===== config.mk =====
export PLATFORM = sky130hd
export DESIGN_NAME = nibble_serial_add_ctrl_flat
export DESIGN_NICKNAME = d
export VERILOG_FILES = /design/src/rtl/nibble_serial_add_ctrl_pkg.sv /design/src/rtl/nibble_serial_add_ctrl_if.sv /design/src/rtl/nibble_serial_add_ctrl_add4_slice.sv /design/src/rtl/nibble_serial_add_ctrl.sv /design/src/flat_wrapper.sv
export SDC_FILE = /design/constraint.sdc
export NUM_CORES = 1
export LEC_CHECK = 0
export ABC_AREA = 0
export CAP_MARGIN = 20
export CORE_MARGIN = 4
export CORE_UTILIZATION = 55
export DETAILED_ROUTE_END_ITERATION = 10
export DONT_BUFFER_PORTS = 1
export GPL_TIMING_DRIVEN = 0
export HOLD_SLACK_MARGIN = 0.1
export PLACE_DENSITY = 0.7
export SLEW_MARGIN = 20
export SYNTH_ARGS = -nofsm -noshare
export SYNTH_HDL_FRONTEND = slang
export SYNTH_SLANG_ARGS = --single-unit

===== constraint.sdc =====
create_clock -name clk -period 3 [get_ports clk]
set_clock_uncertainty 0.15 [all_clocks]
set_input_delay 0.75 -clock clk [delete_from_list [all_inputs] [get_ports clk]]
set_output_delay 0.75 -clock clk [all_outputs]
set_load 0.01 [all_outputs]

===== src/rtl/nibble_serial_add_ctrl_pkg.sv =====
// Shared types and constants for the nibble-serial adder controller.
// Used by every file of the block through import nibble_serial_add_ctrl_pkg::*.
package nibble_serial_add_ctrl_pkg;

   localparam int unsigned NIBBLE_W = 4;

   typedef enum logic [1:0] {
      IDLE = 2'd0,
      RUN  = 2'd1,
      DONE = 2'd2
   } state_e;

endpackage


===== src/rtl/nibble_serial_add_ctrl_if.sv =====
// Operand/result handshake bundle for nibble_serial_add_ctrl.
// The sub signal exists only when NIBBLE_SERIAL_ADD_SUB_EN is defined.
interface nibble_serial_add_ctrl_if #(
   parameter int unsigned WIDTH = 16
) ();

   logic             in_valid;
   logic             in_ready;
   logic [WIDTH-1:0] a;
   logic [WIDTH-1:0] b;
   logic             cin;
`ifdef NIBBLE_SERIAL_ADD_SUB_EN
   logic             sub;
`endif
   logic             out_valid;
   logic             out_ready;
   logic [WIDTH-1:0] sum;
   logic             cout;
   logic             busy;

`ifdef NIBBLE_SERIAL_ADD_SUB_EN
   modport master (
      output in_valid, a, b, cin, sub, out_ready,
      input  in_ready, out_valid, sum, cout, busy
   );

   modport slave (
      input  in_valid, a, b, cin, sub, out_ready,
      output in_ready, out_valid, sum, cout, busy
   );
`else
   modport master (
      output in_valid, a, b, cin, out_ready,
      input  in_ready, out_valid, sum, cout, busy
   );

   modport slave (
      input  in_valid, a, b, cin, out_ready,
      output in_ready, out_valid, sum, cout, busy
   );
`endif

endinterface


===== src/rtl/nibble_serial_add_ctrl_add4_slice.sv =====
// 4-bit ripple-carry adder slice; the controller reuses one instance
// for every nibble of an operation.
module add4_slice
   import nibble_serial_add_ctrl_pkg::*;
(
   input  logic [NIBBLE_W-1:0] a,
   input  logic [NIBBLE_W-1:0] b,
   input  logic                ci,
   output logic [NIBBLE_W-1:0] s,
   output logic                co
);

   logic c;

   always_comb begin
      c = ci;
      s = '0;
      for (int unsigned i = 0; i < NIBBLE_W; i++) begin
         s[i] = a[i] ^ b[i] ^ c;
         c    = (a[i] & b[i]) | (c & (a[i] ^ b[i]));
      end
      co = c;
   end

endmodule


===== src/rtl/nibble_serial_add_ctrl.sv =====
// Nibble-serial adder: captures operands, adds one nibble per RUN cycle.
// Define NIBBLE_SERIAL_ADD_SUB_EN to add the sub (a - b) request.
module nibble_serial_add_ctrl
   import nibble_serial_add_ctrl_pkg::*;
#(
   parameter int unsigned WIDTH = 16
) (
   input logic                    clk,
   input logic                    rst,
   nibble_serial_add_ctrl_if.slave bus
);

   localparam int unsigned NIBBLES = WIDTH / NIBBLE_W;
   localparam int unsigned IDX_W   = $clog2(NIBBLES);

   if (((WIDTH % NIBBLE_W) != 0) || (WIDTH < 8)) begin : g_bad_width
      $error("nibble_serial_add_ctrl: WIDTH must be a multiple of 4 and at least 8");
   end

   state_e           state_q, state_d;
   logic [WIDTH-1:0] a_q, a_d;
   logic [WIDTH-1:0] b_q, b_d;
   logic [WIDTH-1:0] sum_q, sum_d;
   logic             carry_q, carry_d;
   logic             cout_q, cout_d;
   logic [IDX_W-1:0] idx_q, idx_d;

   logic             accept;
   logic             handoff;
   logic             last;
   logic [WIDTH-1:0] b_in;
   logic             carry_in;

   logic [NIBBLE_W-1:0] slice_a, slice_b, slice_s;
   logic                slice_co;

   assign accept  = (state_q == IDLE) && bus.in_valid;
   assign handoff = (state_q == DONE) && bus.out_ready;
   assign last    = (idx_q == IDX_W'(NIBBLES - 1));

   // Subtraction is a + ~b + 1, folded into the operand capture.
`ifdef NIBBLE_SERIAL_ADD_SUB_EN
   assign b_in     = bus.sub ? ~bus.b : bus.b;
   assign carry_in = bus.sub ? 1'b1   : bus.cin;
`else
   assign b_in     = bus.b;
   assign carry_in = bus.cin;
`endif

   assign slice_a = a_q[NIBBLE_W*idx_q +: NIBBLE_W];
   assign slice_b = b_q[NIBBLE_W*idx_q +: NIBBLE_W];

   add4_slice u_slice (
      .a  (slice_a),
      .b  (slice_b),
      .ci (carry_q),
      .s  (slice_s),
      .co (slice_co)
   );

   always_ff @(posedge clk) begin
      if (rst) begin
         state_q <= IDLE;
      end else begin
         state_q <= state_d;
      end
   end

   always_comb begin
      state_d = state_q;
      unique case (state_q)
         IDLE:    if (accept)  state_d = RUN;
         RUN:     if (last)    state_d = DONE;
         DONE:    if (handoff) state_d = IDLE;
         default:              state_d = IDLE;
      endcase
   end

   always_comb begin
      bus.in_ready  = (state_q == IDLE);
      bus.out_valid = (state_q == DONE);
      bus.busy      = (state_q == RUN) || (state_q == DONE);
      bus.sum       = sum_q;
      bus.cout      = cout_q;
   end

   always_comb begin
      a_d     = a_q;
      b_d     = b_q;
      sum_d   = sum_q;
      carry_d = carry_q;
      cout_d  = cout_q;
      idx_d   = idx_q;
      if (accept) begin
         a_d     = bus.a;
         b_d     = b_in;
         carry_d = carry_in;
         idx_d   = '0;
      end else if (state_q == RUN) begin
         sum_d[NIBBLE_W*idx_q +: NIBBLE_W] = slice_s;
         carry_d = slice_co;
         if (last) begin
            cout_d = slice_co;
         end else begin
            idx_d = idx_q + 1'b1;
         end
      end
   end

   always_ff @(posedge clk) begin
      if (rst) begin
         a_q     <= '0;
         b_q     <= '0;
         sum_q   <= '0;
         carry_q <= 1'b0;
         cout_q  <= 1'b0;
         idx_q   <= '0;
      end else begin
         a_q     <= a_d;
         b_q     <= b_d;
         sum_q   <= sum_d;
         carry_q <= carry_d;
         cout_q  <= cout_d;
         idx_q   <= idx_d;
      end
   end

endmodule


===== src/flat_wrapper.sv =====
// flat-port wrapper written by rule: the top's interface ports become plain ports
module nibble_serial_add_ctrl_flat import nibble_serial_add_ctrl_pkg::*;
#(
   parameter int unsigned WIDTH = 16
)
  (clk, rst, bus_in_valid, bus_a, bus_b, bus_cin, bus_out_ready, bus_in_ready, bus_out_valid, bus_sum, bus_cout, bus_busy);
  nibble_serial_add_ctrl_if #(.WIDTH(WIDTH)) bus_i ();
  input logic clk;
  input logic rst;
  input wire logic [$bits(bus_i.in_valid)-1:0] bus_in_valid;
  input wire logic [$bits(bus_i.a)-1:0] bus_a;
  input wire logic [$bits(bus_i.b)-1:0] bus_b;
  input wire logic [$bits(bus_i.cin)-1:0] bus_cin;
  input wire logic [$bits(bus_i.out_ready)-1:0] bus_out_ready;
  output wire logic [$bits(bus_i.in_ready)-1:0] bus_in_ready;
  output wire logic [$bits(bus_i.out_valid)-1:0] bus_out_valid;
  output wire logic [$bits(bus_i.sum)-1:0] bus_sum;
  output wire logic [$bits(bus_i.cout)-1:0] bus_cout;
  output wire logic [$bits(bus_i.busy)-1:0] bus_busy;
  assign bus_i.in_valid = bus_in_valid;
  assign bus_i.a = bus_a;
  assign bus_i.b = bus_b;
  assign bus_i.cin = bus_cin;
  assign bus_i.out_ready = bus_out_ready;
  assign bus_in_ready = bus_i.in_ready;
  assign bus_out_valid = bus_i.out_valid;
  assign bus_sum = bus_i.sum;
  assign bus_cout = bus_i.cout;
  assign bus_busy = bus_i.busy;
  nibble_serial_add_ctrl #(.WIDTH(WIDTH)) u_core (.clk(clk), .rst(rst), .bus(bus_i));
endmodule

==> results of run 1 <==
-- placed cells by master (no fill, tap or decap), types with 2 or more instances in the layout --
cell      count
inv_1        10
nand3_1       2
clkbuf_1     15
a21oi_2       2
and3b_1       2
mux2i_1       3
nand2b_1      2
mux4_1        5
buf_4         5
nand2_1      80
a21oi_1      40
ha_1          9
a211oi_1      2
clkbuf_8      6
nor3b_1       2
nor2_1        8
nor3_1        3
nor2b_1       4
a32oi_1       7
nand4_1       6
fa_2          4
mux4_2        3
inv_2         5
dfxtp_1      52
or3_1         2
-- metrics by stage --
stage                     cells  setup slack (ps)  area (um2)  power (mW)
after floorplan             278              87.0        2440        1.08
after global placement      328              -220        2500        1.15
after detailed placement    328              -214        2500        1.16
after CTS                   340              1.64        2640        1.58
after global routing        339             -87.1        2640        1.66
final                       339              48.4        2640        1.58
-- worst max path at each step --
stage	from	end	cells past startpoint
2_1_floorplan	u_core.idx_q[0]$_SDFFE_PP0P_	u_core.bus.sum[11]$_SDFFE_PP0P_	12
3_3_place_gp	u_core.idx_q[1]$_SDFFE_PP0P_	u_core.bus.sum[11]$_SDFFE_PP0P_	12
3_5_place_dp	u_core.idx_q[1]$_SDFFE_PP0P_	u_core.bus.sum[11]$_SDFFE_PP0P_	12
4_1_cts	u_core.idx_q[0]$_SDFFE_PP0P_	u_core.bus.sum[7]$_SDFFE_PP0P_	12
5_1_grt	u_core.idx_q[0]$_SDFFE_PP0P_	u_core.bus.sum[3]$_SDFFE_PP0P_	11
6_report	u_core.idx_q[0]$_SDFFE_PP0P_	u_core.bus.sum[3]$_SDFFE_PP0P_	11
-- report_power, final --
group / internal (mW) / leakage [nW] / switching [mW] / total, mW
sequential: 0.772 / 0.442 / 0.0362 / 0.809
combinational: 0.139 / 0.506 / 0.211 / 0.351
clock: 0.187 / 0.0482 / 0.231 / 0.418
-- area by class of cell --
type,instances,share of cell area
inverter,15,0.0213
multi-input combinational,190,0.467
buffer,18,0.0303
clock inverter,1,0.00190
sequential,54,0.412
clock buffer,7,0.0327
tap,50,0.0237
timing repair buffer,4,0.0114
-- cells by family (layout without fill, tap and decap cells) --
logic type,count (synthesis),after routing,synth area share
fa+ha+maj,13,13,0.0789
buf+inv,34,45,0.0564
flops,54,54,0.443
mux,11,11,0.0969
simple gates,113,113,0.201
xor+xnor,1,1,0.00359
compound gates,52,52,0.120
-- critical path, stage by stage (launching register included) --
cell and delay, ps:
dfxtp_4 420, mux4_2 520, inv_2 80, fa_2 180, inv_2 40, fa_2 380
inv_2 60, fa_2 180, inv_2 40, fa_2 560, nand4_1 120, a21oi_2 160
-- state kept, by name, summed over array words and instances (netlist names) --
signal           count
u_core.bus.sum      16
u_core.bus.cout      1
u_core.carry_q       1
u_core.state_q       2
u_core.b_q          16
u_core.a_q          16
u_core.idx_q         2
-- routing by layer --
| layer | routed length (um) | GRT usage |
|---|---|---|
| met1 | 2290 | 0.266 |
| met5 | 0 | 0 |
| met2 | 2370 | 0.304 |
| met3 | 447 | 0.0801 |
| met4 | 91 | 0.0771 |
-- what timing repair did --
action / 4_1_cts / 5_1_grt
gates resized for setup: 9 / 13
setup endpoints to repair: 6 / 5
pin swaps: 2 / 8
setup buffers: 4 / 0
==> flow_metrics.tcl, run 1 <==
set metrics [dict create \
    slew_viol_final 0 \
    grtUsageTotal 0.203 \
    multi_input_area_um2 1230 \
    crit_path_end_kind "flop" \
    worst_hold_slack_ps 306 \
    synth_seq_cells 54 \
    clk_pin_slew_worst_paths_ps 100 \
    crit_path_start_kind "flop" \
    tightest_slew_ps 569 \
    hold_buffers 0 \
    synthesis.area_um2 2440 \
    hold_viol 0 \
    clock_latency_ps 310 \
    rrSetupSlack_ps 50 \
    wirelength_um 5200 \
    critPathArrivalTime_ps 3050 \
    min_path_type "reg -> reg" \
    worstHoldPathCells 2 \
    io_pins 57 \
    status "complete, no violations" \
    max-vdd-ir-drop_mv 0.361 \
    drc 0 \
    h-tree-depth 2 \
    drive_above_1_share 0.104 \
    initial_utilization 0.589 \
    viasPerCell 5.58 \
    seq_area_frac_synth 0.443 \
    setup_tns_ps 0 \
    core_um2 4140 \
    fp.dieArea_um2 5570 \
    diodes 0 \
    worst_hold_startpoint "u_core.a_q[7]$_SDFFE_PP0P_" \
    rsz0062_at_grt "yes" \
    dp_hpwl_um 3690 \
    regArea_um2 1090 \
    nFillCells 373 \
    cts_sinks 54 \
    drtIter0Drc 76 \
    antenna_found_initial 0 \
    synthDistinctLibCells 28 \
    synth_nets 328 \
    grt-ovfl-total 0 \
    finalSetupViolations 0 \
    p_per_area_nw_per_um2 598 \
    whs_endpoint "u_core.a_q[7]$_SDFFE_PP0P_" \
    min_period_ps 2950 \
    max_freq_mhz 339 \
    nets 338 \
    path_max_fanout 7 \
    required_ps 3100 \
    r2r-start "u_core.idx_q[0]$_SDFFE_PP0P_" \
    areaGrowthSynthToFinish_pct 8.10 \
    row_count 23 \
    yosys.area.top_type "dfxtp_1" \
    synthFlopType "dfxtp_1" \
    slew_headroom 0.620 \
    crit_type "reg -> reg" \
    wl_per_cell_um 15.3 \
    synth_edf_count 0 \
    synth_warnings 0 \
    reg2regPathDepth 11 \
    globalplace.congestion 0.884 \
    maxCapViolations 0 \
    grt_pass1_wl_um 8370 \
    utilization 0.637 \
    synth_commonest_cells "nand2_1, dfxtp_1, a21oi_1" \
    synth_top_area_frac 0.443 \
    clock_path_buffers 2 \
    async_flop_share 0 \
    drt_pass1_iterations 5 \
    numPortBuffers 0 \
    die_w_um 74.6 \
    num_vias 1890 \
    cts_buffers 5 \
    leakage_nw 0.997 \
    synthTopCellsByArea "dfxtp_1, nand2_1, a21oi_1, mux4_1, ha_1" \
    dieHeight_um 74.6 \
    synthCells 278 \
    ctsRootBufferMaster "clkbuf_8" \
    grt_start_max_net_pins 16 \
    regToRegEndpoint "u_core.bus.sum[3]$_SDFFE_PP0P_" \
    syn_area_per_cell_um2 8.78 \
    grt_pass1_vias 1739 \
    ant_nets 0 \
    cts_tree "yes" \
    yosys.cell_count.top_type "nand2_1" \
    final.period_utilization 0.984 \
]
Note: power is estimated with default switching activity, not from simulation.
==> run 2, diff against run 1 <==
--- a/config.mk
+++ b/config.mk
@@ -14,6 +14,7 @@
 export GPL_TIMING_DRIVEN = 0
 export HOLD_SLACK_MARGIN = 0.1
 export PLACE_DENSITY = 0.7
+export RECOVER_POWER = 25
 export SLEW_MARGIN = 20
 export SYNTH_ARGS = -nofsm -noshare
 export SYNTH_HDL_FRONTEND = slang
==> constraint.sdc (replaced) <==
create_clock -name clk -period 2.45 [get_ports clk]
set_clock_uncertainty 0.15 [all_clocks]
set_input_delay 0.6125 -clock clk [delete_from_list [all_inputs] [get_ports clk]]
set_output_delay 0.6125 -clock clk [all_outputs]
set_load 0.01 [all_outputs]
==> run 2 against run 1 <==
Cell count up 0.59%. Critical path depth unchanged. Highest routed layer unchanged. The flow now finishes with violations (negative setup slack). Register-to-register slack worse by 490 ps.
==> flow_metrics.tcl, run 2 (same netlist as run 1, synthesis figures left out) <==
set metrics [dict create \
    nets 340 \
    finalSetupViolations 10 \
    crit_path_end_kind "flop" \
    r2r-start "u_core.idx_q[0]$_SDFFE_PP0P_" \
    dieHeight_um 74.6 \
    final.period_utilization 1.18 \
    antenna_found_initial 0 \
    cts_tree "yes" \
    wl_per_cell_um 15.5 \
    crit_path_start_kind "flop" \
    worst_hold_startpoint "bus_a[12]" \
    slew_headroom 0.664 \
    min_path_type "in -> reg" \
    diodes 0 \
    wirelength_um 5270 \
    p_seq_frac 0.512 \
    grt_start_max_net_pins 18 \
    violations "negative setup slack" \
    slew_viol_final 0 \
    core_um2 4140 \
    status "complete, but fails checks" \
    ctsRootBufferMaster "clkbuf_8" \
    drtIter0Drc 74 \
    switching_share 0.314 \
    drt_pass1_iterations 4 \
    p_int_mw 1.32 \
    final_common_cell "nand2_1" \
    min_period_ps 2900 \
    pwr-share-comb 0.228 \
    cts_sinks 54 \
    areaGrowthSynthToFinish_pct 9.33 \
    hold_viol 0 \
    required_ps 2550 \
    cts_buffers 5 \
    clockPowerShare 0.260 \
    drive_above_1_share 0.124 \
    grt-ovfl-total 0 \
    dp_hpwl_um 3760 \
    grt_pass1_wl_um 8720 \
    cpMaxStageDelayCell "fa_2" \
    critPathArrivalTime_ps 3000 \
    worst_slack_ps -446 \
    p_sw_uw 606 \
    num_vias 1923 \
    initial_utilization 0.589 \
    rrSetupSlack_ps -450 \
    maxCapViolations 0 \
    leakage_nw 1.00 \
    max-vdd-ir-drop_mv 0.427 \
    rsz0062_at_grt "yes" \
    cp_cell_sequence "mux4_2 -> inv_2 -> fa_2 -> inv_2 -> fa_2 -> inv_2 -> fa_2 -> inv_2 -> fa_2 -> nand4_1 -> a21oi_1" \
    viasPerCell 5.64 \
    clock_path_buffers 2 \
    fp.dieArea_um2 5570 \
    placed_area_um2 2510 \
    clk_pin_slew_worst_paths_ps 100 \
    regToRegEndpoint "u_core.bus.sum[3]$_SDFFE_PP0P_" \
    place_ws_ps -621 \
    io_pins 57 \
    worstHoldPathCells 2 \
    reg2regPathDepth 11 \
    grt_pass1_vias 1907 \
    ant_nets 0 \
    tightest_slew_ps 504 \
    row_count 23 \
    h-tree-depth 2 \
    path_max_fanout 6 \
    grtUsageTotal 0.209 \
    globalplace.congestion 0.883 \
    setup_tns_ps -2900 \
    crit_type "reg -> reg" \
    p_per_area_nw_per_um2 723 \
    slowest_delay_ps 580 \
    clock_latency_ps 320 \
    die_w_um 74.6 \
    max_freq_mhz 345 \
    whs_endpoint "u_core.a_q[12]$_SDFFE_PP0P_" \
    numPortBuffers 0 \
    drc 0 \
    layout_common_cells "nand2_1, dfxtp_1, a21oi_1" \
    stdcell_area_um2 2670 \
    utilization 0.644 \
]
==> run 2: timing repair <==
action / CTS / global route
pin swaps: 8 / 6
endpoints found under the hold margin: 0 / 0
hold buffers: 0 / 0
buffers inserted: 6 / 0
gates resized for setup: 9 / 4
endpoints found under the setup margin: 11 / 11
==> run 2: worst max-delay path, delay by kind of cell, from the launching register on <==
family | cells | cell delay (ps)
mux | 1 | 530
compound gates | 1 | 150
flops | 1 | 410
simple gates | 1 | 100
fa+ha+maj | 4 | 1270
buf+inv | 4 | 210
==> run 2: worst max-delay path by stage <==
stage                                 start                         endpoint  slack [ps]  cells past startpoint
6_report       u_core.idx_q[0]$_SDFFE_PP0P_   u_core.bus.sum[3]$_SDFFE_PP0P_        -450                     11
4_1_cts        u_core.idx_q[0]$_SDFFE_PP0P_   u_core.bus.sum[3]$_SDFFE_PP0P_        -490                     12
5_1_grt        u_core.idx_q[0]$_SDFFE_PP0P_   u_core.bus.sum[3]$_SDFFE_PP0P_        -610                     11
3_3_place_gp   u_core.idx_q[1]$_SDFFE_PP0P_  u_core.bus.sum[15]$_SDFFE_PP0P_        -620                     12
3_5_place_dp   u_core.idx_q[1]$_SDFFE_PP0P_  u_core.bus.sum[15]$_SDFFE_PP0P_        -620                     12
2_1_floorplan  u_core.idx_q[0]$_SDFFE_PP0P_  u_core.bus.sum[15]$_SDFFE_PP0P_        -370                     12
==> run 2: area by class of cell <==
cell class	instances	area, um2
Fill cell	379	1480
Tap cell	50	62.6
Clock buffer	5	68.8
Sequential cell	54	1090
Inverter	15	56.3
Buffer	18	82.6
Multi-Input combinational cell	190	1240
Clock inverter	3	21.3
Timing Repair Buffer	6	48.8
==> run 2: through the flow <==
step | total power [mW] | cells | hold slack (ps)
after CTS | 1.95 | 342 | 257
after floorplan | 1.33 | 278 | 282
final | 1.93 | 341 | 264
after global routing | 2.05 | 341 | 257
after global placement | 1.42 | 328 | 289
after detailed placement | 1.43 | 328 | 296
==> run 2: power groups by stage <==
stage / clock, mW / combinational [mW] / sequential, mW
2_1_floorplan: 0 / 0.333 / 0.993
3_5_place_dp: 0 / 0.424 / 1.00
6_report: 0.503 / 0.440 / 0.988
5_1_grt: 0.554 / 0.498 / 0.997
3_3_place_gp: 0 / 0.419 / 1.00
4_1_cts: 0.517 / 0.450 / 0.983
==> run 2: metal layers <==
| layer | up-vias | global-route usage | wire [um] |
|---|---|---|---|
| met2 | 59 | 0.339 | 2590 |
| met3 | 10 | 0.0561 | 330 |
| met1 | 897 | 0.257 | 2240 |
| met4 | 0 | 0.103 | 111 |
| met5 | - | 0 | 0 |
| li1 | 957 | - | - |
